<file path="src/rtl/ex_result_buffer.sv">
// Execute-stage result buffer: W-op sign extension, two-entry skid buffer with
// registered in_ready, and a forwarding tap from the head entry.
module ex_result_buffer #(
  parameter int unsigned XLEN = 64,
  parameter int unsigned RA_W = 5
) (
  input  logic            clk,
  input  logic            rst,
  input  logic            flush,
  input  logic            in_valid,
  output logic            in_ready,
  input  logic [XLEN-1:0] in_result,
  input  logic            in_word,
  input  logic [RA_W-1:0] in_rd,
  input  logic            in_reg_write,
  input  logic            in_mem_read,
  input  logic            in_mem_write,
  input  logic [XLEN-1:0] in_store_data,
  input  logic [2:0]      in_funct3,
  output logic            out_valid,
  input  logic            out_ready,
  output logic [XLEN-1:0] out_result,
  output logic [RA_W-1:0] out_rd,
  output logic            out_reg_write,
  output logic            out_mem_read,
  output logic            out_mem_write,
  output logic [XLEN-1:0] out_store_data,
  output logic [2:0]      out_funct3,
  output logic            fwd_valid,
  output logic [RA_W-1:0] fwd_rd,
  output logic [XLEN-1:0] fwd_data
);

  typedef enum logic [1:0] {StEmpty, StOne, StFull} state_e;

  typedef struct packed {
    logic [XLEN-1:0] result;
    logic [RA_W-1:0] rd;
    logic            reg_write;
    logic            mem_read;
    logic            mem_write;
    logic [XLEN-1:0] store_data;
    logic [2:0]      funct3;
  } entry_t;

  state_e state_q, state_d;
  entry_t head_q, skid_q, cap;
  logic   out_valid_q, in_ready_q, in_ready_d;
  logic   accept, pop;
  logic   load_head, load_skid, skid_to_head;

  assign accept = in_valid & in_ready_q;
  assign pop    = out_valid_q & out_ready;

  always_comb begin
    cap.result     = in_word ? {{(XLEN-32){in_result[31]}}, in_result[31:0]} : in_result;
    cap.rd         = in_rd;
    cap.reg_write  = in_reg_write & (in_rd != '0);
    cap.mem_read   = in_mem_read;
    cap.mem_write  = in_mem_write;
    cap.store_data = in_store_data;
    cap.funct3     = in_funct3;
  end

  always_comb begin
    state_d      = state_q;
    load_head    = 1'b0;
    load_skid    = 1'b0;
    skid_to_head = 1'b0;
    if (flush) begin
      // Flush beats both a same-cycle accept and pop.
      state_d = StEmpty;
    end else begin
      unique case (state_q)
        StEmpty: begin
          if (accept) begin
            state_d   = StOne;
            load_head = 1'b1;
          end
        end
        StOne: begin
          if (accept && pop) begin
            load_head = 1'b1;
          end else if (accept) begin
            state_d   = StFull;
            load_skid = 1'b1;
          end else if (pop) begin
            state_d = StEmpty;
          end
        end
        StFull: begin
          if (pop) begin
            state_d      = StOne;
            skid_to_head = 1'b1;
          end
        end
        default: state_d = StEmpty;
      endcase
    end
    in_ready_d = ~flush & (state_d != StFull);
  end

  always_ff @(posedge clk) begin
    if (rst) begin
      state_q     <= StEmpty;
      out_valid_q <= 1'b0;
      in_ready_q  <= 1'b1;
      head_q      <= '0;
      skid_q      <= '0;
    end else begin
      state_q     <= state_d;
      out_valid_q <= (state_d != StEmpty);
      in_ready_q  <= in_ready_d;
      if (load_head) begin
        head_q <= cap;
      end else if (skid_to_head) begin
        head_q <= skid_q;
      end
      if (load_skid) begin
        skid_q <= cap;
      end
    end
  end

  assign in_ready       = in_ready_q;
  assign out_valid      = out_valid_q;
  assign out_result     = head_q.result;
  assign out_rd         = head_q.rd;
  assign out_reg_write  = head_q.reg_write;
  assign out_mem_read   = head_q.mem_read;
  assign out_mem_write  = head_q.mem_write;
  assign out_store_data = head_q.store_data;
  assign out_funct3     = head_q.funct3;

  // Loads are resolved in MEM, so their address must not be forwarded.
  assign fwd_valid = out_valid_q & head_q.reg_write & ~head_q.mem_read;
  assign fwd_rd    = head_q.rd;
  assign fwd_data  = head_q.result;

endmodule

</file>
<file path="config.mk">
export PLATFORM = sky130hd
export DESIGN_NAME = ex_result_buffer
export DESIGN_NICKNAME = d
export VERILOG_FILES = /design/src/rtl/ex_result_buffer.sv
export SDC_FILE = /design/constraint.sdc
export NUM_CORES = 1
export LEC_CHECK = 0
export CAP_MARGIN = 20
export CELL_PAD_IN_SITES_DETAIL_PLACEMENT = 1
export CELL_PAD_IN_SITES_GLOBAL_PLACEMENT = 2
export CORE_MARGIN = 2
export CORE_UTILIZATION = 27
export DETAILED_ROUTE_END_ITERATION = 10
export PLACE_DENSITY_LB_ADDON = 0.1
export SLEW_MARGIN = 20
export SYNTH_ARGS = -nofsm -noshare
export SYNTH_HDL_FRONTEND = slang
export SYNTH_SLANG_ARGS = --single-unit
export TNS_END_PERCENT = 10
</file>
<file path="constraint.sdc">
create_clock -name clk -period 2.12 [get_ports clk]
set_input_delay 0.318 -clock clk [delete_from_list [all_inputs] [get_ports clk]]
set_output_delay 0.318 -clock clk [all_outputs]
set_load 0.005 [all_outputs]
</file>
# == Word-level counts from Yosys, hierarchy flattened ==
# Cells that the tools add are included.
# totals
register_bits,282
elab_cells,53
out_inout_bits,211
in_bits,145
# op_classes
muxes,20
bitwise,8
reduce_logical,5
eq_ne,3
# op_table
cell,count
139-bit 2-to-1 mux,2
64-bit 2-to-1 mux,1
2-bit 2-to-1 mux,6
1-bit 2-to-1 mux,9
1-bit bitwise AND,6
2-bit case mux with 3 select lines,1
5-bit nonzero test,1
2-bit nonzero test,2
2-bit by 1-bit equality test with 1-bit output (second input constant),1
2-bit equality test (second input constant),1
2-bit logical NOT,1
2-bit != test (second input constant),1
1-bit NOT,2
1-bit case mux with 2 select lines,1
1-bit logical AND,1

# == Logic depth before layout (Yosys ltp) ==
# Gate-level depths: netlist (run 1).
# logic_depth
ltp_word,8
ltp_mapped,8

# == Least setup slack after synthesis (run 1) ==
# OpenSTA, ideal clock, no wires.
# synth_path
path_type,reg2reg
from,register out_valid_q (netlist: out_valid)
to,register head_q (netlist bit fwd_rd[0])
n_path_buf,3
t_arrival_ns,1.548
setup_slack_ns,0.428
required_time_ns,1.976
setup_ns,0.144
path_stages_with_launch,8
cell_sequence,dfxtp_1 -> a21boi_4 -> or4_1 -> buf_2 -> buf_6 -> buf_2 -> nor2_1 -> a311oi_2
# synth_via
elab_chain_cells,6
elab_cells_between_ends,10
classes_between,7 x mux; 1 x bitwise; 2 x reduce/logical
# synth_lines
element,line,text
from (decl),48,"logic out_valid_q, in_ready_q, in_ready_d;"
from (signal assigned),112,out_valid_q <= (state_d != StEmpty);
1-bit bitwise AND *,53,assign pop = out_valid_q & out_ready;
1-bit logical AND,82,if (accept && pop) begin
1-bit 2-to-1 mux,82,
1-bit case mux with 2 select lines,74,unique case (state_q)
1-bit 2-to-1 mux,70,if (flush) begin
139-bit 2-to-1 mux or 2-bit nonzero test (tied branches),-,
to (signal assigned),115,head_q <= cap;
to (signal assigned),117,head_q <= skid_q;
to (decl),47,"entry_t head_q, skid_q, cap;"
# Every way passes the cells marked *; elsewhere a longest branch is shown, timed or not.
# A chain may end at the register's enable or synchronous reset.

# == Worst setup path after layout (run 1) ==
# layout_path
from,register head_q (netlist bit out_reg_write)
to,output port fwd_valid
# layout_via
elab_chain_cells,2
# layout_lines
element,line,text
1-bit bitwise AND (2 in series),136,assign fwd_valid = out_valid_q & head_q.reg_write & ~head_q.mem_read;
to (decl),29,"output logic fwd_valid,"
# Every way passes these cells.

==> key figures, run 1 <==
Setup path
  • Crit path launch type: flip-flop
  • Worst path top cell family by delay: buffers and inverters
  • Buf/Inv on CP: 1
  • Setup crit end kind: primary output
  • Worst-path cell chain: nand2_1 > nor2_1 > clkdlybuf4s50_1
  • R2R setup slack: 0.23 ns
  • Setup CP Type: flip-flop to primary output
  • Slowest CP cell: clkdlybuf4s50_1
  • Delay of the slowest critical-path stage: 0.50 ns
  • Required time of the critical path: 1.80 ns
  • Critical Path AT: 1.64 ns
  • Worst Path Max Fanout: 3

Pwr
  • PwrDens: 761.0 nW/um^2
  • Max rail drop VDD: 0.4512 mV
  • P_leak: 0.005740 uW

Cells and area
  • Post-layout util: 39.20%
  • Area growth syn-to-layout: 43.20%
  • Share of post-route cells with drive strength above 1: 9.559%
  • Post-layout nets: 1895
  • Filler cells: 5125
  • Cell area after layout: 17330 sq um

Global routing
  • Most used routing layer: met2
  • First-pass GRT wire length: 68690 um
  • Met3 Use GR: 3.876%
  • Largest net degree at the start of global routing: 68
  • Total congestion overflow: 0
  • Met1 GRT Util: 24.34%
  • Total track usage: 18.61%
  • Grt met2 use: 30.95%
  • Initial antenna violation count: 7
  • Number of global-route vias before repair: 11865

Timing
  • Total negative slack: 0 ns
  • Tightest Pin Transition: 0.5867 ns
  • RSZ-0062 raised after global routing: false
  • Max Transition Viols Final: 0
  • Achievable frequency: 0.5118 GHz
  • Slew margin rel.: 60.89%
  • Final setup violation count: 0
  • Skew final: 0.01701 ns
  • Post-route minimum period: 1.954 ns
  • Final hold violations: 0
  • Final period util: 92.16%

Yosys
  • Post-synth EDFFs: 0
  • Synthesis-stage register bit count: 282
  • Seq/Total Area, Yosys: 46.64%
  • Async SR Flop Fraction: 0%
  • Distinct cell type count after synthesis: 29
  • Synthesized net count: 1630
  • Post-synthesis average cell area: 8.151 sq um
  • Yosys warnings: 0
  • Synth Instances: 1485
  • Dominant synthesized flop cell: dfxtp_1
  • Post-synthesis cell area: 12100 sq um

Route
  • DR DRC count: 0
  • Post-DRT Antenna Nets: 0
  • Drt first pass iters: 5
  • Drt first-iter violations: 508
  • Routed WL: 43920 um
  • Vias: 11414
  • Routed vias/inst: 4.828
  • Routed length per instance: 18.58 um

Flow run
  • Max-Cap Viols: 0

Floorplanning
  • I/O pin count: 356
  • Die Y: 215.7 um
  • Die X: 215.7 um
  • Die area: 46540 sq um
  • Initial Utilization: 27.37%
  • Row cnt: 77
  • Total core area: 44220 sq um

CTS
  • CTS tree: done
  • H-tree depth: 2
  • Cts hold-fix bufs: 0
  • CTS clock-pin slew for the worst setup and hold paths: 0.05 ns
  • Clock sink count: 282
  • Clk buf depth: 3
  • Worst-skew pair later-pin latency: 0.53 ns
  • Setup Buffers After CTS: 0
  • CTS buffer count: 36
  • Post-CTS sizing: 0
  • Clk root buf: clkbuf_16

Placement
  • Port buffer count: 355
  • Final RePlAce weighted congestion: 0.7621
  • Placed cell area: 16230 sq um
  • Detailed Place HPWL: 29310 um

Status
  • Status: complete, no violations

Min path
  • Hold Path Class: input pin to flip-flop
-- sequential cells by signal, indices dropped and copies added (netlist names) --
register / flops
out_mem_write: 1
in_ready: 1
fwd_data: 64
fwd_rd: 5
state_q: 2
out_funct3: 3
out_store_data: 64
out_mem_read: 1
out_valid: 1
out_reg_write: 1
skid_q: 139
-- path summary, 6_finish.rpt --
kind                      start                  to  cells past startpoint
hold reg to reg      skid_q[95]          skid_q[95]                      2
setup / recovery  out_reg_write           fwd_valid                      3
hold / removal              rst         skid_q[102]                      2
setup reg to reg     state_q[0]  out_store_data[32]                      5
-- cells by family after synthesis --
group | after synthesis | share of synthesized area (%)
compound gates | 285 | 19.18
buf+inv | 205 | 10.01
flops | 282 | 46.64
mux | 2 | 0.1654
simple gates | 711 | 24.01
-- report_power, final --
part	total [uW]	internal [uW]	switching [uW]
Sequential	5690	5520	174
Clock	5830	3490	2340
Combinational	1670	985	682
-- final cells by class --
type / instances / area, sq um / share of cell area, %
Antenna cell: 4 / 10.01 / 0.05775
Clock buffer: 49 / 1031 / 5.948
Clock inverter: 7 / 62.56 / 0.3609
Inverter: 1 / 3.754 / 0.02166
Multi-Input combinational cell: 998 / 5273 / 30.42
Sequential cell: 282 / 5645 / 32.57
Tap cell: 592 / 740.7 / 4.273
Timing Repair Buffer: 431 / 4567 / 26.35
-- stage by stage --
step                worst slack, ns  hold slack (ns)  power [uW]  std cells
global placement            -0.1002           0.4420        7474       2304
finish                       0.1663           0.2596       13190       2364
floorplan                    0.4285           0.3949        6462       1485
detailed placement          -0.1577           0.4479        7492       2304
CTS                          0.1517           0.2403       13450       2360
global route                0.08435           0.2845       13780       2361
-- metal layers --
| metal | share of wire [%] | vias to the layer above | routed length [um] |
|---|---|---|---|
| met4 | 1.9 | 8 | 838 |
| met5 | 0.13 | - | 57 |
| met3 | 5.1 | 56 | 2242 |
| li1 | - | 5532 | - |
| met2 | 46 | 261 | 20400 |
| met1 | 46 | 5557 | 20380 |
-- synthesized netlist by cell type, drive strengths merged (2+ instances only) --
cell    number  area share (%)
nand2      495              15
dfxtp      282              47
a311oi     170              14
nor2       140             4.3
buf        127             7.6
a21oi      109             4.5
clkbuf      77             2.4
nor3b       33             2.0
nand2b      32             1.7
and2         2            0.10
and3b        2            0.14
mux2i        2            0.17
or4          2            0.12
-- cell usage in the layout (no fill, tap or decap), types with 4 or more instances in the layout --
cell type | netlist | routed
a21oi_1 | 109 | 109
a311oi_1 | 133 | 133
a311oi_2 | 37 | 37
buf_12 | 0 | 35
buf_4 | 70 | 41
clkbuf_1 | 76 | 6
clkbuf_16 | 0 | 37
clkbuf_8 | 0 | 6
clkdlybuf4s50_1 | 0 | 354
clkinv_2 | 0 | 5
dfxtp_1 | 282 | 282
diode_2 | 0 | 4
nand2_1 | 495 | 495
nand2b_1 | 32 | 32
nor2_1 | 140 | 140
nor3b_1 | 33 | 33
Power figures use the tool's default switching activity.
==> run 2, diff against run 1 <==
CORE_MARGIN = 1   (was 2)
==> run 2 against run 1 <==
Compared with the run above:
- clock-buffer cell count is 4 higher
- total power increased by 2.9%
- sequential share of layout area decreased by 0.41 points
- combinational power barely moved
- clock power rose by 6.9%
- fmax rose by 1.1%
- worst setup slack improved by 0.020 ns
- via count shrank 0.39%
- critical path depth did not move
- worst hold slack improved by 0.052 ns
- largest cell class unchanged
==> key figures, run 2 (synthesis results as in run 1) <==
Setup path
  • Setup crit end kind: primary output
  • Worst Path Max Fanout: 4
  • Required time of the critical path: 1.80 ns
  • R2R setup slack: 0.29 ns
  • Critical Path AT: 1.62 ns
  • FF-to-FF Start: state_q[0]
  • R2R depth: 5
  • RR Endpoint: out_store_data[30]
  • Setup CP Type: flip-flop to primary output
  • Crit path launch type: flip-flop

Floorplanning
  • Initial Utilization: 27.37%
  • I/O pin count: 356
  • Row cnt: 77
  • Total core area: 44220 sq um
  • Die Y: 213.7 um
  • Die area: 45680 sq um
  • Die X: 213.7 um

Cells and area
  • Share of post-route cells with drive strength above 1: 9.763%
  • Area growth syn-to-layout: 45.02%
  • Post-Layout Cell Count: 2365
  • Post-layout nets: 1891
  • Commonest non-fill, non-tap cell in the layout: nand2_1
  • Commonest non-fill, non-tap cells in the layout: nand2_1, clkdlybuf4s50_1, dfxtp_1, nor2_1, a311oi_1
  • Max reg flops: 139
  • Cell area after layout: 17550 sq um
  • Reg with most FFs: skid_q

Timing
  • Slew margin rel.: 53.34%
  • Final hold violations: 0
  • Tightest Pin Transition: 0.6999 ns
  • Setup WS post-layout: 0.1867 ns
  • Max Transition Viols Final: 0
  • Final setup violation count: 0
  • Skew final: 0.01535 ns
  • Worst hold margin: 0.3114 ns
  • RSZ-0062 raised after global routing: false
  • Post-route minimum period: 1.933 ns
  • Achievable frequency: 0.5172 GHz
  • Final period util: 91.20%

Global routing
  • Total congestion overflow: 0
  • First-pass GRT wire length: 66510 um
  • Initial antenna violation count: 5
  • Total track usage: 18.67%
  • Met1 GRT Util: 25.08%
  • Met3 Use GR: 4.950%
  • Most used routing layer: met2
  • Grt met2 use: 29.64%
  • Largest net degree at the start of global routing: 91
  • Number of global-route vias before repair: 11643

Min path
  • Worst Hold Endpoint: skid_q[98]
  • Hold Path Class: input pin to flip-flop
  • Min-delay src: rst
  • Hold depth: 2

Placement
  • Final RePlAce weighted congestion: 0.7394
  • Port buffer count: 355
  • Placed cell count: 2300
  • Detailed Place HPWL: 29190 um
  • Placed cell area: 16350 sq um
  • Pre-CTS setup slack: -0.1177 ns

Flow run
  • Max-Cap Viols: 0

CTS
  • CTS buffer count: 36
  • CTS clock-pin slew for the worst setup and hold paths: 0.06 ns
  • Setup Buffers After CTS: 0
  • Clock sink count: 282
  • H-tree depth: 2
  • Clk root buf: clkbuf_16
  • Worst-skew pair later-pin latency: 0.55 ns
  • Clk buf depth: 3
  • Cts hold-fix bufs: 0
  • CTS tree: done
  • Post-CTS sizing: 0

Pwr
  • Max rail drop VDD: 0.4246 mV
  • PwrDens: 773.1 nW/um^2
  • P_leak: 0.005830 uW
  • Design Power: 13570 uW

Route
  • Routed WL: 43170 um
  • Routed length per instance: 18.26 um
  • Routed vias/inst: 4.808
  • Drt first pass iters: 5
  • Post-DRT Antenna Nets: 0
  • DR DRC count: 0
  • Drt first-iter violations: 441
  • Vias: 11370

Status
  • Status: complete, no violations
==> run 2: cell count changes in the layout (fill, tap and decap cells not counted), moves of 2 or more <==
| cell | before | now |
|---|---|---|
| diode_2 | 4 | 1 |
| buf_12 | 35 | 47 |
| clkbuf_8 | 6 | 10 |
| buf_4 | 41 | 25 |
| inv_6 | 0 | 2 |
==> run 2: cell type report <==
| class | instances | area, sq um |
|---|---|---|
| diodes | 1 | 2.502 |
| clock buffers | 53 | 1086 |
| clock inverters | 11 | 115.1 |
| fillers | 5073 | 26670 |
| inverters | 1 | 3.754 |
| multi-input cells | 998 | 5273 |
| flip-flops and latches | 282 | 5645 |
| well taps | 592 | 740.7 |
| repair buffers | 427 | 4687 |
==> run 2: worst max path at each step <==
stage / from / endpoint / slack, ns / depth (start not counted)
2_1_floorplan: out_valid / fwd_rd[0] / 0.43 / 7
3_3_place_gp: out_ready / out_store_data[63] / -0.09 / 7
3_5_place_dp: out_ready / fwd_data[3] / -0.12 / 6
4_1_cts: out_valid / fwd_valid / 0.14 / 3
5_1_grt: out_valid / fwd_valid / 0.06 / 3
6_report: out_valid / fwd_valid / 0.19 / 3
==> run 2: worst max-delay path, cell delays in order (launching register included) <==
cell and delay, ns:
dfxtp_1 0.41, nand2_1 0.07, nor2_1 0.09, clkdlybuf4s50_1 0.50
==> run 2: per-layer routing <==
metal	up-vias	part of all wire [%]	wire, um
met3	64	6.1	2614
li1	5528	-	-
met5	-	0.12	51
met1	5507	46	19970
met2	263	46	19770
met4	8	1.8	767
==> run 2: stage by stage <==
step | TNS, ns | util, %
6_report | 0 | 39.69
5_1_grt | 0 | 39.69
3_5_place_dp | -7.517 | 36.97
4_1_cts | 0 | 39.69
2_1_floorplan | 0 | -
3_3_place_gp | -5.484 | 36.97
==> run 2: report_power, final <==
part,internal (uW),switching [uW],total (uW)
registers,5520,172,5690
logic,985,671,1660
clock network,3790,2430,6230
